==> config.mk <==
export PLATFORM = sky130hd
export DESIGN_NAME = mmu_req_arbiter
export DESIGN_NICKNAME = d
export VERILOG_FILES = /design/src/rtl/mmu_req_arbiter.sv
export SDC_FILE = /design/constraint.sdc
export NUM_CORES = 1
export LEC_CHECK = 0
export ABC_AREA = 1
export BUFFER_PORTS_ARGS = -buffer_cell sky130_fd_sc_hd__clkbuf_2
export CAP_MARGIN = 25
export CORE_AREA = 2 2 194 196
export DETAILED_ROUTE_END_ITERATION = 8
export DIE_AREA = 0 0 196 198
export GPL_ROUTABILITY_DRIVEN = 0
export PLACE_DENSITY = 0.38
export SLEW_MARGIN = 10
export SYNTH_ARGS = -nofsm -noshare
export SYNTH_HDL_FRONTEND = slang
export SYNTH_SLANG_ARGS = --single-unit
==> constraint.sdc <==
create_clock -name clk_i -period 2.2 [get_ports clk_i]
set_input_delay 0.11 -clock clk_i [delete_from_list [all_inputs] [get_ports clk_i]]
set_output_delay 0.11 -clock clk_i [all_outputs]
set_load 0.005 [all_outputs]
==> src/rtl/mmu_req_arbiter.sv <==
// mmu_req_arbiter_pkg: address widths, exception record and cause codes
// shared by the arbiter and its users.
//
// mmu_req_arbiter: round-robin arbiter sharing one load/store MMU translation
// port between NumReq requesters. One translation runs at a time. The MMU
// response goes back to the granted requester. A watchdog aborts translations
// that never answer. A flush drops the pending translation. When translation
// is disabled, the MMU is bypassed with an identity mapping.
//
// Ports:
//   clk_i, rst_ni                  clock, synchronous active-low reset
//   en_ld_st_translation_i         translation enable, sampled at grant
//   flush_i                        abort pending translation, no response
//   req_i / vaddr_i / is_store_i   per-requester request, address, store flag
//   gnt_o                          one-hot single-cycle grant
//   resp_valid_o                   one-hot response strobe
//   resp_paddr_o/resp_exception_o  shared response payload ('0 when idle)
//   busy_o                         a translation or bypass is in flight
//   mmu_*_o / mmu_*_i              MMU request and result side
package mmu_req_arbiter_pkg;
  localparam int unsigned XLEN = 64;
  localparam int unsigned VLEN = 39;
  localparam int unsigned PLEN = 56;

  localparam logic [XLEN-1:0] LD_ACCESS_FAULT  = 64'd5;
  localparam logic [XLEN-1:0] ST_ACCESS_FAULT  = 64'd7;
  localparam logic [XLEN-1:0] LOAD_PAGE_FAULT  = 64'd13;
  localparam logic [XLEN-1:0] STORE_PAGE_FAULT = 64'd15;

  typedef struct packed {
    logic [XLEN-1:0] cause;
    logic [XLEN-1:0] tval;
    logic            valid;
  } exception_t;
endpackage

module mmu_req_arbiter
  import mmu_req_arbiter_pkg::*;
#(
  parameter int unsigned NumReq        = 2,
  parameter int unsigned TimeoutCycles = 64
) (
  input  logic                         clk_i,
  input  logic                         rst_ni,
  input  logic                         en_ld_st_translation_i,
  input  logic                         flush_i,
  input  logic [NumReq-1:0]            req_i,
  input  logic [NumReq-1:0][VLEN-1:0]  vaddr_i,
  input  logic [NumReq-1:0]            is_store_i,
  output logic [NumReq-1:0]            gnt_o,
  output logic [NumReq-1:0]            resp_valid_o,
  output logic [PLEN-1:0]              resp_paddr_o,
  output exception_t                   resp_exception_o,
  output logic                         busy_o,
  output logic                         mmu_en_ld_st_translation_o,
  output logic                         mmu_req_o,
  output logic [VLEN-1:0]              mmu_vaddr_o,
  output logic                         mmu_is_store_o,
  input  logic                         mmu_valid_i,
  input  logic [PLEN-1:0]              mmu_paddr_i,
  input  exception_t                   mmu_exception_i
);
  localparam int unsigned IdxW = (NumReq > 1) ? $clog2(NumReq) : 1;
  localparam int unsigned CntW = $clog2(TimeoutCycles);

  typedef enum logic [1:0] {IDLE, WAIT, BYPASS, DRAIN} state_e;

  state_e          state_q;
  logic [IdxW-1:0] idx_q;
  logic [IdxW-1:0] rr_q;
  logic [VLEN-1:0] vaddr_q;
  logic            is_store_q;
  logic [CntW-1:0] cnt_q;

  logic            win_found;
  logic [IdxW-1:0] win_idx;
  logic [IdxW-1:0] rr_next;
  int unsigned     cand;
  logic            grant;
  logic            timeout;
  logic            resp_fire;

  function automatic exception_t access_fault(input logic             is_store,
                                              input logic [VLEN-1:0]  vaddr);
    exception_t ex;
    ex.cause = is_store ? ST_ACCESS_FAULT : LD_ACCESS_FAULT;
    ex.tval  = XLEN'(vaddr);
    ex.valid = 1'b1;
    return ex;
  endfunction

  // Winner is the first requester found scanning upward from rr_q, wrapping.
  always_comb begin
    win_found = 1'b0;
    win_idx   = '0;
    cand      = 0;
    for (int unsigned i = 0; i < NumReq; i++) begin
      cand = (32'(rr_q) + i) % NumReq;
      if (!win_found && req_i[cand]) begin
        win_found = 1'b1;
        win_idx   = IdxW'(cand);
      end
    end
  end

  assign rr_next = (32'(win_idx) == NumReq - 1) ? '0 : win_idx + IdxW'(1);
  // Gated with reset so no grant is seen while the arbiter is held in reset.
  assign grant   = (state_q == IDLE) && win_found && !flush_i && rst_ni;
  assign timeout = (cnt_q == CntW'(TimeoutCycles - 1));

  assign gnt_o                      = grant ? (NumReq'(1) << win_idx) : '0;
  assign busy_o                     = (state_q != IDLE);
  assign mmu_en_ld_st_translation_o = en_ld_st_translation_i;
  assign mmu_req_o                  = grant && en_ld_st_translation_i;
  assign mmu_vaddr_o                = mmu_req_o ? vaddr_i[win_idx] : '0;
  assign mmu_is_store_o             = mmu_req_o ? is_store_i[win_idx] : 1'b0;

  // A real MMU result beats a watchdog expiry in the same cycle; a flush in
  // either case swallows the response.
  always_comb begin
    resp_fire        = 1'b0;
    resp_paddr_o     = '0;
    resp_exception_o = '0;
    case (state_q)
      WAIT: begin
        if (!flush_i) begin
          if (mmu_valid_i) begin
            resp_fire        = 1'b1;
            resp_paddr_o     = mmu_paddr_i;
            resp_exception_o = mmu_exception_i;
          end else if (timeout) begin
            resp_fire        = 1'b1;
            resp_exception_o = access_fault(is_store_q, vaddr_q);
          end
        end
      end
      BYPASS: begin
        if (!flush_i) begin
          resp_fire    = 1'b1;
          resp_paddr_o = PLEN'(vaddr_q);
        end
      end
      default: ;
    endcase
  end

  assign resp_valid_o = resp_fire ? (NumReq'(1) << idx_q) : '0;

  always_ff @(posedge clk_i) begin
    if (!rst_ni) begin
      state_q    <= IDLE;
      idx_q      <= '0;
      rr_q       <= '0;
      vaddr_q    <= '0;
      is_store_q <= 1'b0;
      cnt_q      <= '0;
    end else begin
      case (state_q)
        IDLE: begin
          if (grant) begin
            idx_q      <= win_idx;
            vaddr_q    <= vaddr_i[win_idx];
            is_store_q <= is_store_i[win_idx];
            rr_q       <= rr_next;
            cnt_q      <= '0;
            state_q    <= en_ld_st_translation_i ? WAIT : BYPASS;
          end
        end
        WAIT: begin
          if (mmu_valid_i || timeout) begin
            state_q <= IDLE;
          end else begin
            cnt_q <= cnt_q + CntW'(1);
            if (flush_i) state_q <= DRAIN;
          end
        end
        BYPASS: state_q <= IDLE;
        DRAIN: begin
          if (mmu_valid_i || timeout) state_q <= IDLE;
          else                        cnt_q   <= cnt_q + CntW'(1);
        end
        default: state_q <= IDLE;
      endcase
    end
  end
endmodule

==> results of run 1 <==
-- what timing repair did --
action,in CTS,in global routing
setup endpoints to repair,18,84
pin swaps,0,0
resized for setup,7,19
-- state kept, by name, summed over array words and instances (netlist names) --
name,flops
idx_q,1
cnt_q,6
state_q,2
is_store_q,1
vaddr_q,39
rr_q,1
-- power groups by stage --
stage          Clock, uW  Combinational, uW  Sequential (uW)
2_1_floorplan          0               1340             1100
3_3_place_gp           0               2330             1130
3_5_place_dp           0               2340             1130
4_1_cts             1110               2370             1110
5_1_grt             1140               2610             1130
6_report            1060               2360             1110
-- worst min-delay path, stage by stage --
cell and delay [ps]:
clkbuf_2 80, nand2_1 50, nand2_1 50, nand2_2 70
a21oi_2 40
-- worst min path at each step --
stage                                start                    endpoint  slack [ps]  depth (start not counted)
floorplan           en_ld_st_translation_i  mmu_en_ld_st_translation_o         300                          1
global placement               vaddr_i[53]                 vaddr_q[14]         450                          5
detailed placement             vaddr_i[73]                 vaddr_q[34]         460                          5
CTS                            vaddr_i[53]                 vaddr_q[14]         130                          5
global route                   vaddr_i[66]                 vaddr_q[27]         150                          5
finish                         vaddr_i[66]                 vaddr_q[27]         140                          5
-- per-layer routing --
layer / vias to the layer above / part of all wire
met2: 350 / 0.51
li1: 3895 / -
met1: 3522 / 0.38
met4: 4 / 0.040
met3: 48 / 0.071
met5: - / 0.00079
-- cell usage after synthesis, drive strengths merged --
master	n
dfxtp	50
a211oi	1
buf	37
clkbuf	40
nor3b	17
nor2	238
nor3	40
or2	3
o21ai	5
nand4	1
clkinv	2
ha	6
a21oi	86
inv	21
nand2	357
nand3	48
-- through the flow --
step	setup TNS [ps]	hold WS [ps]	power [uW]
after global routing	-208	152	4880
final	0	140	4530
after detailed placement	0	463	3480
after global placement	0	451	3460
after floorplan	0	301	2440
after CTS	0	135	4600
-- layout make-up --
type	count	area, sq um
Fill cell	4355	28200
Multi-Input combinational cell	802	3980
Timing Repair Buffer	527	2850
Sequential cell	50	1000
Tap cell	474	593
Clock buffer	5	125
Inverter	23	90.1
Clock inverter	3	68.8
-- cell families (layout without fill, tap and decap cells) --
| family | Yosys count | count (layout) | share of synthesized area |
|---|---|---|---|
| buffers and inverters | 100 | 558 | 0.0898 |
| AOI/OAI and AO/OA | 92 | 92 | 0.116 |
| DFF | 50 | 50 | 0.187 |
| and+or+nand+nor | 704 | 704 | 0.593 |
| adders and majority gates | 6 | 6 | 0.0140 |
==> impl_metrics.yaml, run 1 <==
global_routing:
  grt_util_met2: 0.316
  use_met3: 0.0371
  overflow: 0
  use_met1: 0.178
  grt_max_degree: 87
  grt_pass1_wl_microns: 48000
  top_usage_layer: "met2"
  antenna_found_initial: 2
  first_global_vias: 7654
  grt_use_total: 0.166
clocking:
  cts.sink_count: 50
  post_cts_buffers: 0
  clockBufferDepth: 2
  root_buffer: "clkbuf_16"
  cts-buffers-inserted: 5
  h-tree-depth: 2
  cts_hold_buffers: 0
  clk_latency_ps: 300
  clkTransAtPathRegs_ps: 80
  cts_tree: "built"
finish:
  num-nets-final: 1687
  n_antenna_cell: 0
  final_cell_mix: "clkbuf_2 (502), nand2_1 (311), nor2_1 (234)"
  drive_gt1_frac: 0.492
  syn2layout_area_growth_pct: 62.7
  final_common_cell: "clkbuf_2"
  fin_cells: 1884
  final_util: 0.236
  finalInstanceArea_sq_mm: 0.00871
critical_path:
  path_depth: 7
  reg2reg_depth: 10
  crit_family: "simple AND/OR/NAND/NOR gates"
  cp_data_arrival_time_ps: 2040
  cpMostUsedCell: "inv_1"
  cp_num_buf_inv: 4
  cpPeakStageDelay_ps: 350
  crit_fanout: 35
  cpMaxStageDelayCell: "dfxtp_2"
  cp-start-kind: "flop"
  crit_end: "resp_paddr_o[42]"
  crit_path_end_kind: "output pin"
  r2r-start: "state_q[1]"
  reg2reg_to: "state_q[0]"
  cp-startpoint: "state_q[1]"
  crit_required_ps: 2090
  rrSetupSlack_ps: 470
  crit_type: "flop to output pin"
  path_cells: "inv_1, ha_1, inv_1, or2_2, buf_12, nor3b_2, clkbuf_2"
yosys:
  yosysWarnings: 0
  synth_cell_type_count: 31
  synthTopCellsByArea: "nand2_1 (22%), dfxtp_1 (19%), nor2_1 (16%), nor3_2 (6.9%), a21oi_2 (6.7%)"
  avgSynthCellArea_sq_um: 5.62
  synth-seq-cells: 50
  synth.largest_area_cell: "nand2_1"
  syn_inst: 952
  netlist_area_sq_mm: 0.00535
  yosysTopAreaCellShare: 0.220
  synth_fp_nets: 1230
  synth-seq-area-share: 0.187
die:
  io_pins: 504
  row_count: 71
  die_width_microns: 196
  die_area_sq_mm: 0.0388
  die_h_microns: 198
  initial_utilization: 0.145
  core-area_sq_mm: 0.0370
placed_design:
  place_ws_ps: 170
  place_inst: 1876
  dpl-instance-area_sq_mm: 0.00840
  place_hpwl_microns: 28000
  port_buffers: 503
power_and_ir_drop:
  peakVddDrop_mv: 0.334
  power.internal_uw: 2500
  seqPwrFrac: 0.246
  pwr-share-clk: 0.234
  netSwitchingFraction: 0.448
  power_density_mw_per_mm2: 521
  p_leak_uw: 0.00444
  switchingPower_uw: 2030
  combPwrFrac: 0.520
timing:
  layout_setup_ws_ps: 54.9
  timing.fmax_mhz: 466
  hold_violations: 0
  worst_slew_margin_rel: 0.456
  min_period_ps: 2150
  rsz0062_at_grt: "yes"
  worst_pin_slew_ps: 816
  post-route-period-util: 0.975
  fin_skew_ps: 4.72
  maxSlewViolCount: 0
  setup_viol: 0
drt:
  drc: 0
  vias: 7819
  drtIter0Drc: 274
  first_pass_iters: 5
  drt-total-wl_microns: 34300
  antenna_left: 0
  wire_per_inst_microns: 18.2
  vias_per_cell: 4.15
status:
  status: "finished clean"
worst_hold_path:
  hp-class: "input pin to flop"
job:
  cap_viol_max_count: 0
(Power assumes the default switching activity.)
==> inputs of run 2 (changes only) <==
--- a/config.mk
+++ b/config.mk
@@ -6,9 +6,11 @@
 export NUM_CORES = 1
 export LEC_CHECK = 0
 export ABC_AREA = 1
-export BUFFER_PORTS_ARGS = -buffer_cell sky130_fd_sc_hd__clkbuf_2
+export BUFFER_PORTS_ARGS = -buffer_cell sky130_fd_sc_hd__buf_2
 export CAP_MARGIN = 25
 export CORE_AREA = 2 2 194 196
+export CTS_CLUSTER_DIAMETER = 50
+export CTS_CLUSTER_SIZE = 8
 export DETAILED_ROUTE_END_ITERATION = 8
 export DIE_AREA = 0 0 196 198
 export GPL_ROUTABILITY_DRIVEN = 0
==> impl_metrics.yaml, run 2 (same netlist as run 1, synthesis figures left out) <==
clocking:
  cts-buffers-inserted: 5
  cts_hold_buffers: 0
  clkTransAtPathRegs_ps: 80
  clk_latency_ps: 310
  root_buffer: "clkbuf_16"
  cts.sink_count: 50
  post_cts_buffers: 0
  cts_tree: "built"
  clockBufferDepth: 2
  h-tree-depth: 2
finish:
  largest_register_ffs: 39
  drive_gt1_frac: 0.486
  multi_input_comb_area_sq_mm: 0.00391
  reg_top3: "vaddr_q x39, cnt_q x6, state_q x2"
  final_cell_mix: "buf_2 (502), nand2_1 (311), nor2_1 (234)"
  regArea_sq_mm: 0.00100
  largest_register: "vaddr_q"
  syn2layout_area_growth_pct: 61.6
  fill_cells: 4370
  num-nets-final: 1691
  final_common_cell: "buf_2"
  fin_cells: 1896
power_and_ir_drop:
  peakVddDrop_mv: 0.302
  netSwitchingFraction: 0.456
  switchingPower_uw: 2030
  power.internal_uw: 2430
  p_leak_uw: 0.00458
  combPwrFrac: 0.537
  pwr-share-clk: 0.213
  seqPwrFrac: 0.250
  power_density_mw_per_mm2: 516
placed_design:
  port_buffers: 503
  place_hpwl_microns: 28300
  place_inst: 1879
worst_hold_path:
  holdPathStages: 3
  hp-class: "input pin to flop"
critical_path:
  cp-start-kind: "flop"
  crit_path_end_kind: "output pin"
  crit_fanout: 18
  crit_type: "flop to output pin"
  cp_data_arrival_time_ps: 1970
  crit_required_ps: 2090
  reg2reg_depth: 10
timing:
  fin_skew_ps: 7.94
  worst_pin_slew_ps: 832
  maxSlewViolCount: 0
  rsz0062_at_grt: "no"
  setup_viol: 0
  worst_slew_margin_rel: 0.445
  min_period_ps: 2080
  timing.fmax_mhz: 481
  hold_violations: 0
  setup_tns_ps: 0
  post-route-period-util: 0.945
global_routing:
  grt_max_degree: 96
  overflow: 0
  first_global_vias: 7677
  grt_use_total: 0.169
  antenna_found_initial: 12
  grt_pass1_wl_microns: 48600
drt:
  vias_per_cell: 4.14
  wl_met3_microns: 2280
  drc: 0
  vias: 7845
  first_pass_iters: 5
  wire_per_inst_microns: 18.3
  antenna_left: 0
  highest_layer: "met5"
  drtIter0Drc: 225
  drt-met1-wl_microns: 13500
  drt-total-wl_microns: 34700
  wl_met2_microns: 17600
die:
  core-area_sq_mm: 0.0370
  die_area_sq_mm: 0.0388
  row_count: 71
  io_pins: 504
  die_h_microns: 198
  die_width_microns: 196
  initial_utilization: 0.145
job:
  cap_viol_max_count: 0
status:
  status: "finished clean"
## run 2: critical path, cell delays in order (launching register included)
cell and delay (ps):
dfxtp_1 330, inv_1 80, ha_1 330, inv_2 70, or2_4 260, bufbuf_16 300
a21oi_1 130, buf_2 140
## run 2: cell type report
cell class,instances,area share
flip-flops and latches,50,0.116
well taps,474,0.0686
multi-input cells,802,0.452
inverters,23,0.0104
diodes,8,0.00231
clock buffers,5,0.0145
clock inverters,3,0.00463
repair buffers,531,0.332
## run 2: what timing repair did
item | in CTS | in global routing
endpoints found under the hold margin | 0 | 0
endpoints found under the setup margin | 21 | 74
gates resized for setup | 5 | 12
cloned | 1 | 0
## run 2: final timing paths
check,start,slack (ps),end
worst max register to register,state_q[0],500,state_q[1]
worst min-delay path,rst_ni,140,state_q[1]
worst max-delay path,state_q[0],120,resp_paddr_o[26]
worst min register to register,is_store_q,490,is_store_q
## run 2: per-layer routing
layer	up-vias	track usage
met5	-	0
met4	8	0.0696
met3	41	0.0407
met2	329	0.314
met1	3555	0.183
li1	3912	-
## run 2: power by group through the flow
stage                     Sequential (uW)  Combinational [uW]  Clock (uW)
after detailed placement             1130                2340           0
after CTS                            1110                2440         997
after floorplan                      1100                1340           0
after global routing                 1130                2650        1030
after global placement               1130                2340           0
final                                1110                2400         949
## run 2: metrics by stage
step / hold slack, ps / cell area (sq um) / setup WS (ps) / utilization / total power [uW]
after floorplan: 301 / 5350 / 488 / - / 2440
final: 143 / 8650 / 122 / 0.234 / 4460
after global placement: 472 / 8380 / 307 / 0.227 / 3470
after global routing: 163 / 8640 / 16.8 / 0.234 / 4810
after detailed placement: 476 / 8380 / 236 / 0.227 / 3470
after CTS: 137 / 8590 / 18.1 / 0.233 / 4550
==> inputs of run 3 (changes only) <==
--- a/config.mk
+++ b/config.mk
@@ -15,7 +15,6 @@
 export DIE_AREA = 0 0 196 198
 export GPL_ROUTABILITY_DRIVEN = 0
 export PLACE_DENSITY = 0.38
-export SLEW_MARGIN = 10
 export SYNTH_ARGS = -nofsm -noshare
 export SYNTH_HDL_FRONTEND = slang
 export SYNTH_SLANG_ARGS = --single-unit
==> constraint.sdc (replaced) <==
create_clock -name clk_i -period 2.2 [get_ports clk_i]
set_input_delay 0.44 -clock clk_i [delete_from_list [all_inputs] [get_ports clk_i]]
set_output_delay 0.44 -clock clk_i [all_outputs]
set_load 0.005 [all_outputs]
==> impl_metrics.yaml, run 3 (same netlist as run 1, synthesis figures left out) <==
global_routing:
  grt_max_degree: 87
  first_global_vias: 7856
  grt_util_met2: 0.325
  grt_pass1_wl_microns: 49700
  overflow: 0
  grt_use_total: 0.174
  top_usage_layer: "met2"
  use_met1: 0.189
  use_met3: 0.0397
  antenna_found_initial: 8
placed_design:
  port_buffers: 503
  dpl-instance-area_sq_mm: 0.00856
  place_ws_ps: 31.9
  place_hpwl_microns: 27700
finish:
  final_common_cell: "buf_2"
  num-nets-final: 1736
  drive_gt1_frac: 0.564
  syn2layout_area_growth_pct: 87.2
  fill_cells: 4214
  final_util: 0.271
  largest_register: "vaddr_q"
  reg_top3: "vaddr_q x39, cnt_q x6, state_q x2"
  finalInstanceArea_sq_mm: 0.0100
  largest_register_ffs: 39
  final_cell_mix: "buf_2 (487), nand2_1 (309), nor2_1 (173)"
job:
  cap_viol_max_count: 0
worst_hold_path:
  hp-class: "input pin to flop"
  holdPathStages: 5
clocking:
  cts-buffers-inserted: 5
  clkTransAtPathRegs_ps: 80
  clockBufferDepth: 2
  root_buffer: "clkbuf_16"
  cts.sink_count: 50
  h-tree-depth: 2
  cts_tree: "built"
  clk_latency_ps: 310
status:
  status: "complete, but fails checks"
  failed_checks: "negative setup slack"
critical_path:
  crit_path_end_kind: "output pin"
  crit_required_ps: 1760
  reg2reg_depth: 11
  crit_fanout: 11
  cp-start-kind: "flop"
  cp_data_arrival_time_ps: 1790
  crit_type: "flop to output pin"
power_and_ir_drop:
  p_leak_uw: 0.00504
  power_density_mw_per_mm2: 523
  peakVddDrop_mv: 0.284
die:
  initial_utilization: 0.145
  die_h_microns: 198
  die_width_microns: 196
  row_count: 71
  io_pins: 504
  die_area_sq_mm: 0.0388
  core-area_sq_mm: 0.0370
drt:
  drc: 0
  antenna_left: 0
  wire_per_inst_microns: 19.1
  vias_per_cell: 4.22
  drt-total-wl_microns: 37000
  vias: 8162
  drtIter0Drc: 258
  first_pass_iters: 4
timing:
  post-route-period-util: 1.01
  maxSlewViolCount: 0
  layout_setup_ws_ps: -27.7
  holdWs_ps: 480
  min_period_ps: 2230
  worst_slew_margin_rel: 0.434
  rsz0062_at_grt: "yes"
  hold_violations: 0
  timing.fmax_mhz: 449
  fin_skew_ps: 12.3
  worst_pin_slew_ps: 849
  setup_viol: 14
## run 3: layout make-up
cell class              instances  area [sq um]  share of cell area
clock inverters                 1          5.00            0.000500
repair buffers                574          3640               0.364
inverters                      23           135              0.0135
repair inverters                2          22.5             0.00225
clock buffers                   7           143              0.0142
diodes                          3          7.51            0.000749
multi-input cells             802          4460               0.445
flip-flops and latches         50          1010               0.101
well taps                     474           593              0.0592
## run 3: worst max-delay path, cell delays in order (launching register included)
cell,delay (ps)
dfxtp_2,350
ha_4,150
nand2_4,50
nor2_4,110
nand2_2,90
nand2_4,100
nand2_8,120
buf_12,190
nor3_4,160
buf_2,160
## run 3: layer usage
layer / vias up / share of wire
met3: 58 / 0.060
met2: 343 / 0.51
met4: 10 / 0.038
met5: - / 0.0022
li1: 4002 / -
met1: 3749 / 0.39
## run 3: repair_timing
item / 4_1_cts / 5_1_grt
setup buffers: 12 / 2
resized for setup: 85 / 133
gates cloned: 7 / 9
endpoints found under the setup margin: 215 / 192
pin swaps: 11 / 6
hold buffers: 0 / 0
## run 3: report_power, final
part	internal (uW)	total [uW]	switching (uW)
Combinational	1350	3250	1910
Sequential	1020	1120	102
Clock	455	862	408
Total	2820	5240	2420
## run 3: worst paths after layout
path | end | slack (ps) | startpoint
worst max-delay path | resp_exception_o[18] | -30 | cnt_q[1]
worst min-delay path | vaddr_q[34] | 480 | vaddr_i[73]
worst max register to register | cnt_q[1] | 390 | state_q[1]
worst min register to register | is_store_q | 490 | is_store_q
## run 3: stage by stage
step | setup TNS (ps) | total power, uW | instances
6_report | -164 | 5240 | 1936
3_5_place_dp | 0 | 3610 | 1896
5_1_grt | -9260 | 5620 | 1934
2_1_floorplan | 0 | 2440 | 952
4_1_cts | -2340 | 5010 | 1923
3_3_place_gp | -7.91 | 3610 | 1896
